## src/rtl/uart_mem_pkg.sv

```systemverilog
// Shared definitions for the UART host-access memory command sequencer:
// state encodings, memory select codes, ack byte value and the command-frame
// bit layout used by the UART byte receiver when it assembles a command.
package uart_mem_pkg;

    // Raw state codes, kept stable so external debug taps can decode them.
    localparam logic [2:0] IDLE_ENC    = 3'd0;
    localparam logic [2:0] STALL_ENC   = 3'd1;
    localparam logic [2:0] ACCESS_ENC  = 3'd2;
    localparam logic [2:0] RDWAIT_ENC  = 3'd3;
    localparam logic [2:0] TX_SEND_ENC = 3'd4;
    localparam logic [2:0] TX_WAIT_ENC = 3'd5;

    typedef enum logic [2:0] {
        IDLE    = IDLE_ENC,
        STALL   = STALL_ENC,
        ACCESS  = ACCESS_ENC,
        RDWAIT  = RDWAIT_ENC,
        TX_SEND = TX_SEND_ENC,
        TX_WAIT = TX_WAIT_ENC
    } seq_state_t;

    localparam logic MEM_SEL_IMEM = 1'b0;
    localparam logic MEM_SEL_DMEM = 1'b1;

    // Byte returned to the host to acknowledge a completed write.
    localparam logic [7:0] ACK_BYTE = 8'hA5;

    // Command frame layout shared with the receiver: {rw, type, addr, wdata}.
    localparam int CMD_DATA_BITS  = 32;
    localparam int CMD_ADDR_BITS  = 9;
    localparam int CMD_WDATA_LSB  = 0;
    localparam int CMD_ADDR_LSB   = CMD_WDATA_LSB + CMD_DATA_BITS;
    localparam int CMD_TYPE_BIT   = CMD_ADDR_LSB + CMD_ADDR_BITS;
    localparam int CMD_RW_BIT     = CMD_TYPE_BIT + 1;
    localparam int CMD_FRAME_BITS = CMD_RW_BIT + 1;

    // Number of bytes the host receives for one memory word.
    function automatic int bytes_per_word(input int width);
        return width / 8;
    endfunction

endpackage

```

## src/rtl/uart_mem_cmd_sequencer_serializer.sv

```systemverilog
// uart_word_serializer: holds one word, hands it to the UART transmitter a
// byte at a time (MSB first) and tracks the tx_start / tx_busy handshake.
// The owning FSM tells it which handshake phase it is in and reads back
// when a byte has completed and whether it was the last one.
module uart_word_serializer #(
    parameter int DATA_WIDTH = 32,
    parameter int IDX_BITS   = 2
) (
    input  logic                  clk,
    input  logic                  reset,
    input  logic                  load,
    input  logic [DATA_WIDTH-1:0] load_word,
    input  logic [IDX_BITS-1:0]   load_last,
    input  logic                  send_phase,
    input  logic                  wait_phase,
    input  logic                  tx_busy,
    output logic                  tx_start,
    output logic [7:0]            tx_data,
    output logic                  byte_sent,
    output logic                  last_byte
);

    logic [DATA_WIDTH-1:0] shift_r;
    logic [IDX_BITS-1:0]   idx_r;
    logic [IDX_BITS-1:0]   last_r;
    logic                  seen_busy_r;  // transmitter acknowledged with tx_busy
    logic                  late_r;       // first post-start cycle already passed

    // Start only into an idle transmitter; data is always the top byte.
    assign tx_start  = send_phase && !tx_busy;
    assign tx_data   = shift_r[DATA_WIDTH-1 -: 8];
    assign last_byte = (idx_r == last_r);

    // A byte is done once busy has risen and fallen, or if busy never rose
    // within two cycles of tx_start (transmitter consumed it silently).
    assign byte_sent = wait_phase && !tx_busy && (seen_busy_r || late_r);

    // Shift register, byte index and handshake tracking.
    always_ff @(posedge clk or posedge reset) begin
        if (reset) begin
            shift_r     <= '0;
            idx_r       <= '0;
            last_r      <= '0;
            seen_busy_r <= 1'b0;
            late_r      <= 1'b0;
        end else if (load) begin
            shift_r     <= load_word;
            idx_r       <= '0;
            last_r      <= load_last;
            seen_busy_r <= 1'b0;
            late_r      <= 1'b0;
        end else if (tx_start) begin
            seen_busy_r <= 1'b0;
            late_r      <= 1'b0;
        end else if (wait_phase) begin
            if (byte_sent) begin
                shift_r <= shift_r << 8;
                idx_r   <= idx_r + IDX_BITS'(1);
            end else begin
                if (tx_busy) begin
                    seen_busy_r <= 1'b1;
                end
                late_r <= 1'b1;
            end
        end
    end

endmodule

```

## src/rtl/uart_mem_cmd_sequencer.sv

```systemverilog
// uart_mem_cmd_sequencer: buffers one host command from the UART receiver,
// stalls the CPU, performs the access on the shared memory port and, for
// reads, streams the word back through the UART transmitter MSB first.
// Outside a host access the CPU owns the memory port transparently.
// Build option: define UART_SEQ_WRITE_ACK_EN to return ACK_BYTE after writes.
module uart_mem_cmd_sequencer
    import uart_mem_pkg::*;
#(
    parameter int ADDR_BITS    = 9,
    parameter int DATA_WIDTH   = 32,
    parameter int STALL_SETTLE = 1
) (
    input  logic                  clk,
    input  logic                  reset,
    input  logic                  cmd_valid,
    input  logic                  cmd_rw,
    input  logic                  cmd_mem_type,
    input  logic [ADDR_BITS-1:0]  cmd_addr,
    input  logic [DATA_WIDTH-1:0] cmd_wdata,
    input  logic                  cpu_mem_en,
    input  logic                  cpu_mem_we,
    input  logic                  cpu_mem_sel,
    input  logic [ADDR_BITS-1:0]  cpu_mem_addr,
    input  logic [DATA_WIDTH-1:0] cpu_mem_wdata,
    output logic                  cpu_stall,
    output logic                  mem_en,
    output logic                  mem_we,
    output logic                  mem_sel,
    output logic [ADDR_BITS-1:0]  mem_addr,
    output logic [DATA_WIDTH-1:0] mem_wdata,
    input  logic [DATA_WIDTH-1:0] mem_rdata,
    output logic                  tx_start,
    output logic [7:0]            tx_data,
    input  logic                  tx_busy,
    output logic                  busy,
    output logic                  err_overflow
);

    localparam int NBYTES   = bytes_per_word(DATA_WIDTH);
    localparam int IDX_BITS = (NBYTES > 1) ? $clog2(NBYTES) : 1;
    localparam logic [1:0] SETTLE_LAST = 2'(STALL_SETTLE - 1);

    seq_state_t state_r;
    seq_state_t state_s;

    logic                  lat_rw_r;
    logic                  lat_sel_r;
    logic [ADDR_BITS-1:0]  lat_addr_r;
    logic [DATA_WIDTH-1:0] lat_wdata_r;
    logic [1:0]            settle_r;
    logic                  err_overflow_r;

    logic                  seq_own_s;
    logic                  seq_en_s;
    logic                  seq_we_s;
    logic                  ser_load_s;
    logic [DATA_WIDTH-1:0] ser_word_s;
    logic [IDX_BITS-1:0]   ser_last_s;
    logic                  byte_sent_s;
    logic                  last_byte_s;

    // Stall and busy cover every non-idle state, so both drop together the
    // cycle the state register returns to IDLE.
    assign cpu_stall    = (state_r != IDLE);
    assign busy         = (state_r != IDLE);
    assign err_overflow = err_overflow_r;

    uart_word_serializer #(
        .DATA_WIDTH (DATA_WIDTH),
        .IDX_BITS   (IDX_BITS)
    ) u_ser (
        .clk        (clk),
        .reset      (reset),
        .load       (ser_load_s),
        .load_word  (ser_word_s),
        .load_last  (ser_last_s),
        .send_phase (state_r == TX_SEND),
        .wait_phase (state_r == TX_WAIT),
        .tx_busy    (tx_busy),
        .tx_start   (tx_start),
        .tx_data    (tx_data),
        .byte_sent  (byte_sent_s),
        .last_byte  (last_byte_s)
    );

    // State register; reset aborts any command in flight.
    always_ff @(posedge clk or posedge reset) begin
        if (reset) begin
            state_r <= IDLE;
        end else begin
            state_r <= state_s;
        end
    end

    // Command latch: only an idle sequencer accepts a new command.
    always_ff @(posedge clk or posedge reset) begin
        if (reset) begin
            lat_rw_r    <= 1'b0;
            lat_sel_r   <= MEM_SEL_IMEM;
            lat_addr_r  <= '0;
            lat_wdata_r <= '0;
        end else if (cmd_valid && (state_r == IDLE)) begin
            lat_rw_r    <= cmd_rw;
            lat_sel_r   <= cmd_mem_type;
            lat_addr_r  <= cmd_addr;
            lat_wdata_r <= cmd_wdata;
        end
    end

    // Sticky overflow flag: a command arriving while busy is dropped.
    always_ff @(posedge clk or posedge reset) begin
        if (reset) begin
            err_overflow_r <= 1'b0;
        end else if (cmd_valid && (state_r != IDLE)) begin
            err_overflow_r <= 1'b1;
        end
    end

    // Settle counter gives the CPU pipeline time to freeze before the grant.
    always_ff @(posedge clk or posedge reset) begin
        if (reset) begin
            settle_r <= 2'd0;
        end else if (state_r == STALL) begin
            settle_r <= settle_r + 2'd1;
        end else begin
            settle_r <= 2'd0;
        end
    end

    // Next-state logic and sequencer-side memory / serializer controls.
    always_comb begin
        state_s    = state_r;
        seq_own_s  = 1'b0;
        seq_en_s   = 1'b0;
        seq_we_s   = 1'b0;
        ser_load_s = 1'b0;
        ser_word_s = mem_rdata;
        ser_last_s = IDX_BITS'(NBYTES - 1);
        case (state_r)
            IDLE: begin
                if (cmd_valid) begin
                    state_s = STALL;
                end else begin
                    state_s = IDLE;
                end
            end
            STALL: begin
                if (settle_r == SETTLE_LAST) begin
                    state_s = ACCESS;
                end else begin
                    state_s = STALL;
                end
            end
            ACCESS: begin
                seq_own_s = 1'b1;
                seq_en_s  = 1'b1;
                seq_we_s  = lat_rw_r;
                if (lat_rw_r) begin
`ifdef UART_SEQ_WRITE_ACK_EN
                    ser_load_s                       = 1'b1;
                    ser_word_s                       = '0;
                    ser_word_s[DATA_WIDTH-1 -: 8]    = ACK_BYTE;
                    ser_last_s                       = '0;
                    state_s                          = TX_SEND;
`else
                    state_s = IDLE;
`endif
                end else begin
                    state_s = RDWAIT;
                end
            end
            RDWAIT: begin
                seq_own_s  = 1'b1;
                ser_load_s = 1'b1;
                state_s    = TX_SEND;
            end
            TX_SEND: begin
                seq_own_s = 1'b1;
                if (tx_start) begin
                    state_s = TX_WAIT;
                end else begin
                    state_s = TX_SEND;
                end
            end
            TX_WAIT: begin
                seq_own_s = 1'b1;
                if (byte_sent_s) begin
                    if (last_byte_s) begin
                        state_s = IDLE;
                    end else begin
                        state_s = TX_SEND;
                    end
                end else begin
                    state_s = TX_WAIT;
                end
            end
            default: begin
                state_s = IDLE;
            end
        endcase
    end

    // Memory port mux: CPU passes straight through unless the sequencer owns it.
    always_comb begin
        mem_en    = cpu_mem_en;
        mem_we    = cpu_mem_we;
        mem_sel   = cpu_mem_sel;
        mem_addr  = cpu_mem_addr;
        mem_wdata = cpu_mem_wdata;
        if (seq_own_s) begin
            mem_en    = seq_en_s;
            mem_we    = seq_we_s;
            mem_sel   = lat_sel_r;
            mem_addr  = lat_addr_r;
            mem_wdata = lat_wdata_r;
        end else begin
            mem_en    = cpu_mem_en;
            mem_we    = cpu_mem_we;
            mem_sel   = cpu_mem_sel;
            mem_addr  = cpu_mem_addr;
            mem_wdata = cpu_mem_wdata;
        end
    end

endmodule
```

## config.mk

```make
export PLATFORM = sky130hd
export DESIGN_NAME = uart_mem_cmd_sequencer
export DESIGN_NICKNAME = d
export VERILOG_FILES = /design/src/rtl/uart_mem_pkg.sv /design/src/rtl/uart_mem_cmd_sequencer_serializer.sv /design/src/rtl/uart_mem_cmd_sequencer.sv
export SDC_FILE = /design/constraint.sdc
export NUM_CORES = 1
export LEC_CHECK = 0
export CAP_MARGIN = 20
export CORE_ASPECT_RATIO = 2
export CORE_MARGIN = 2
export CORE_UTILIZATION = 39
export DETAILED_ROUTE_END_ITERATION = 16
export PLACE_DENSITY_LB_ADDON = 0.25
export SLEW_MARGIN = 20
export SYNTH_ARGS = -nofsm -noshare
export SYNTH_HDL_FRONTEND = slang
export SYNTH_SLANG_ARGS = --single-unit
```

## constraint.sdc

```tcl
create_clock -name clk -period 2.85 [get_ports clk]
set_input_delay 0.57 -clock clk [delete_from_list [all_inputs] [get_ports clk]]
set_output_delay 0.57 -clock clk [all_outputs]
set_load 0.05 [all_outputs]
```

==> impl_metrics.json, run 1 <==
{
  "p_per_area_nw_per_um2": 1230,
  "tightest_slew_ns": 0.635,
  "core_area_um2": 10900,
  "setup_viol": 0,
  "antenna_cells": 0,
  "drtPass1Iterations": 4,
  "die_h_um": 154,
  "ys_types": 36,
  "rsz0062_at_grt": "no",
  "synth.most_common_cell": "mux2_2",
  "cp_cell_sequence": "or3_4 -> clkdlybuf4s50_1",
  "htreeDepth": 3,
  "nFillCells": 942,
  "ys.flop_type": "dfrtp_1",
  "io_pins": 179,
  "synth_cells": 312,
  "synth_area_leaders": "dfrtp_1, mux2_2, mux2_4",
  "yosysTopAreaCell": "dfrtp_1",
  "finalHoldViolCount": 0,
  "clockBufferDepth": 2,
  "globalplace.congestion": 0.783,
  "endpoint": "busy",
  "fin_skew_ns": 0.00562,
  "grt_usage": 0.164,
  "area_growth_pct": 46.3,
  "synth_nets": 436,
  "synth_warnings": 0,
  "row_count": 54,
  "path_clk_slew_ns": 0.06,
  "drc": 0,
  "r2r_slack_ns": 0.73,
  "critPathSlowestCell": "clkdlybuf4s50_1",
  "cts-root-buf": "clkbuf_16",
  "grt_max_degree": 45,
  "routed_via_density": 4.91,
  "place_hpwl_um": 7410,
  "startpoint_type": "register",
  "numCtsBuffers": 9,
  "final.min_clock_period_ns": 2.67,
  "grt_pass1_vias": 3335,
  "post_cts_resized": 0,
  "clock_latency_ns": 0.33,
  "finish.utilization": 0.588,
  "arrival_ns": 2.10,
  "initial_core_util": 0.402,
  "num_vias": 3056,
  "fmax_mhz": 375,
  "cp_data_required_time_ns": 2.28,
  "rr_startpoint": "state_r[2]",
  "numPortBuffers": 178,
  "outcome": "finished, final reports clean",
  "die_w_um": 79.1,
  "postSynthAreaPerCell_um2": 14.1,
  "synth_seq_cells": 86,
  "wl_um": 9760,
  "grt_pass1_wl_um": 15700,
  "max_stage_delay_ns": 0.84,
  "slew_violations": 0,
  "synth_top_area_frac": 0.489,
  "cts.sinks": 86,
  "ir_worst_vdd_mv": 0.834,
  "p_leak_uw": 0.00281,
  "fin_tns_setup_ns": 0,
  "endpoint_kind": "output port",
  "critical_path_peak_fanout": 16,
  "dieArea_um2": 12200,
  "synth_seq_area_share": 0.489,
  "r2r-end": "u_ser.shift_r[9]",
  "finalCritPeriodShare": 0.936,
  "cts_tree": "built",
  "relSlewSlack": 0.576,
  "fin_nets": 604,
  "post_cts_buffers": 0,
  "async_flop_share": 1.00,
  "netlist_area_um2": 4400,
  "synth_edf_count": 0,
  "antenna_found_initial": 0,
  "max_cap_viol_count": 0,
  "ant_nets": 0,
  "synth_common_cells": "mux2_2, dfrtp_1, mux2_4, buf_4, buf_6",
  "worstSetupStartpoint": "state_r[2]",
  "wl_per_cell_um": 15.7,
  "worst-setup-path-type": "register to output port",
  "ctsHoldBuffers": 0,
  "hp-class": "register to register",
  "drtIter0Drc": 74,
  "r2r_cells": 4,
  "grt_remaining_overflow": 0,
  "drive_above_1_share": 0.424
}
worst max-delay path: cells and delay by family (launching register included):
family / cells / cell delay (ns)
simple gates: 1 / 0.29
flops: 1 / 0.64
buf+inv: 1 / 0.84
power by group:
part / total, uW / leakage, uW / internal, uW / switching [uW]
logic: 4680 / 0.00162 / 2090 / 2590
registers: 2110 / 0.00106 / 1790 / 328
clock network: 1110 / 0.000130 / 667 / 438
total: 7900 / 0.00281 / 4540 / 3350
per-layer routing:
metal	global-route usage	up-vias	share of wire
met5	0	-	0
li1	-	1448	-
met3	0.0397	13	0.067
met4	0.0690	0	0.021
met2	0.293	123	0.54
met1	0.182	1472	0.38
cell type report:
| type | count | area (um2) | share of cell area |
|---|---|---|---|
| inverters | 5 | 20.0 | 0.00311 |
| clock buffers | 10 | 229 | 0.0356 |
| well taps | 140 | 175 | 0.0272 |
| repair buffers | 185 | 1800 | 0.279 |
| multi-input cells | 193 | 2010 | 0.313 |
| clock inverters | 4 | 50.0 | 0.00778 |
| flip-flops and latches | 86 | 2150 | 0.334 |
sequential cells by signal (all words and copies together), names as in the netlist:
name / flops
lat_wdata_r: 32
u_ser.shift_r: 32
lat_addr_r: 9
state_r: 3
settle_r: 2
u_ser.idx_r: 2
err_overflow: 1
lat_rw_r: 1
lat_sel_r: 1
u_ser.last_r: 1
u_ser.late_r: 1
u_ser.seen_busy_r: 1
cell usage in the layout, fill, tap and decap left out, types with 2 or more instances in the layout:
cell type,n
clkdlybuf4s50_1,133
mux2_2,111
dfrtp_1,86
buf_4,46
mux2_4,20
clkbuf_16,9
a22o_1,8
a21oi_1,7
buf_12,6
nor3_1,5
inv_1,4
nand2b_1,4
o21ai_0,4
nand2_1,4
mux2_1,3
and3_1,3
nor2_1,3
nor2b_1,2
a31oi_1,2
clkinv_2,2
clkinvlp_4,2
cells by family after synthesis:
kind of cell	count (synthesis)	synth area share
fa+ha+maj	1	0.00284
simple gates	29	0.0418
compound gates	27	0.0461
flops	86	0.489
xor+xnor	1	0.00199
mux	135	0.362
buf+inv	33	0.0555
worst min-delay path by stage:
stage	endpoint	slack, ns	startpoint	depth (start not counted)
final	settle_r[0]	0.43	settle_r[0]	1
after global routing	settle_r[0]	0.45	settle_r[0]	1
after CTS	settle_r[0]	0.44	settle_r[0]	1
after detailed placement	settle_r[0]	0.43	settle_r[0]	1
after global placement	settle_r[0]	0.43	settle_r[0]	1
after floorplan	settle_r[0]	0.41	settle_r[0]	1
per-stage QoR:
step	std cells	area, um2	total power (uW)	setup slack, ns	hold WS [ns]
5_1_grt	623	6430	8320	0.107	0.453
3_3_place_gp	609	6150	6770	0.486	0.426
4_1_cts	623	6430	8010	0.165	0.440
3_5_place_dp	609	6150	6870	0.416	0.430
2_1_floorplan	312	4400	5680	0.0582	0.412
6_report	623	6430	7900	0.182	0.433
Power figures use the tool's default switching activity.
==> run 2: changes to the inputs <==
Settings changed: ABC_CLOCK_PERIOD_IN_PS set to 2850.
==> results of run 2 <==
No change in the layout: final DEF, timing and power equal those of run 1.
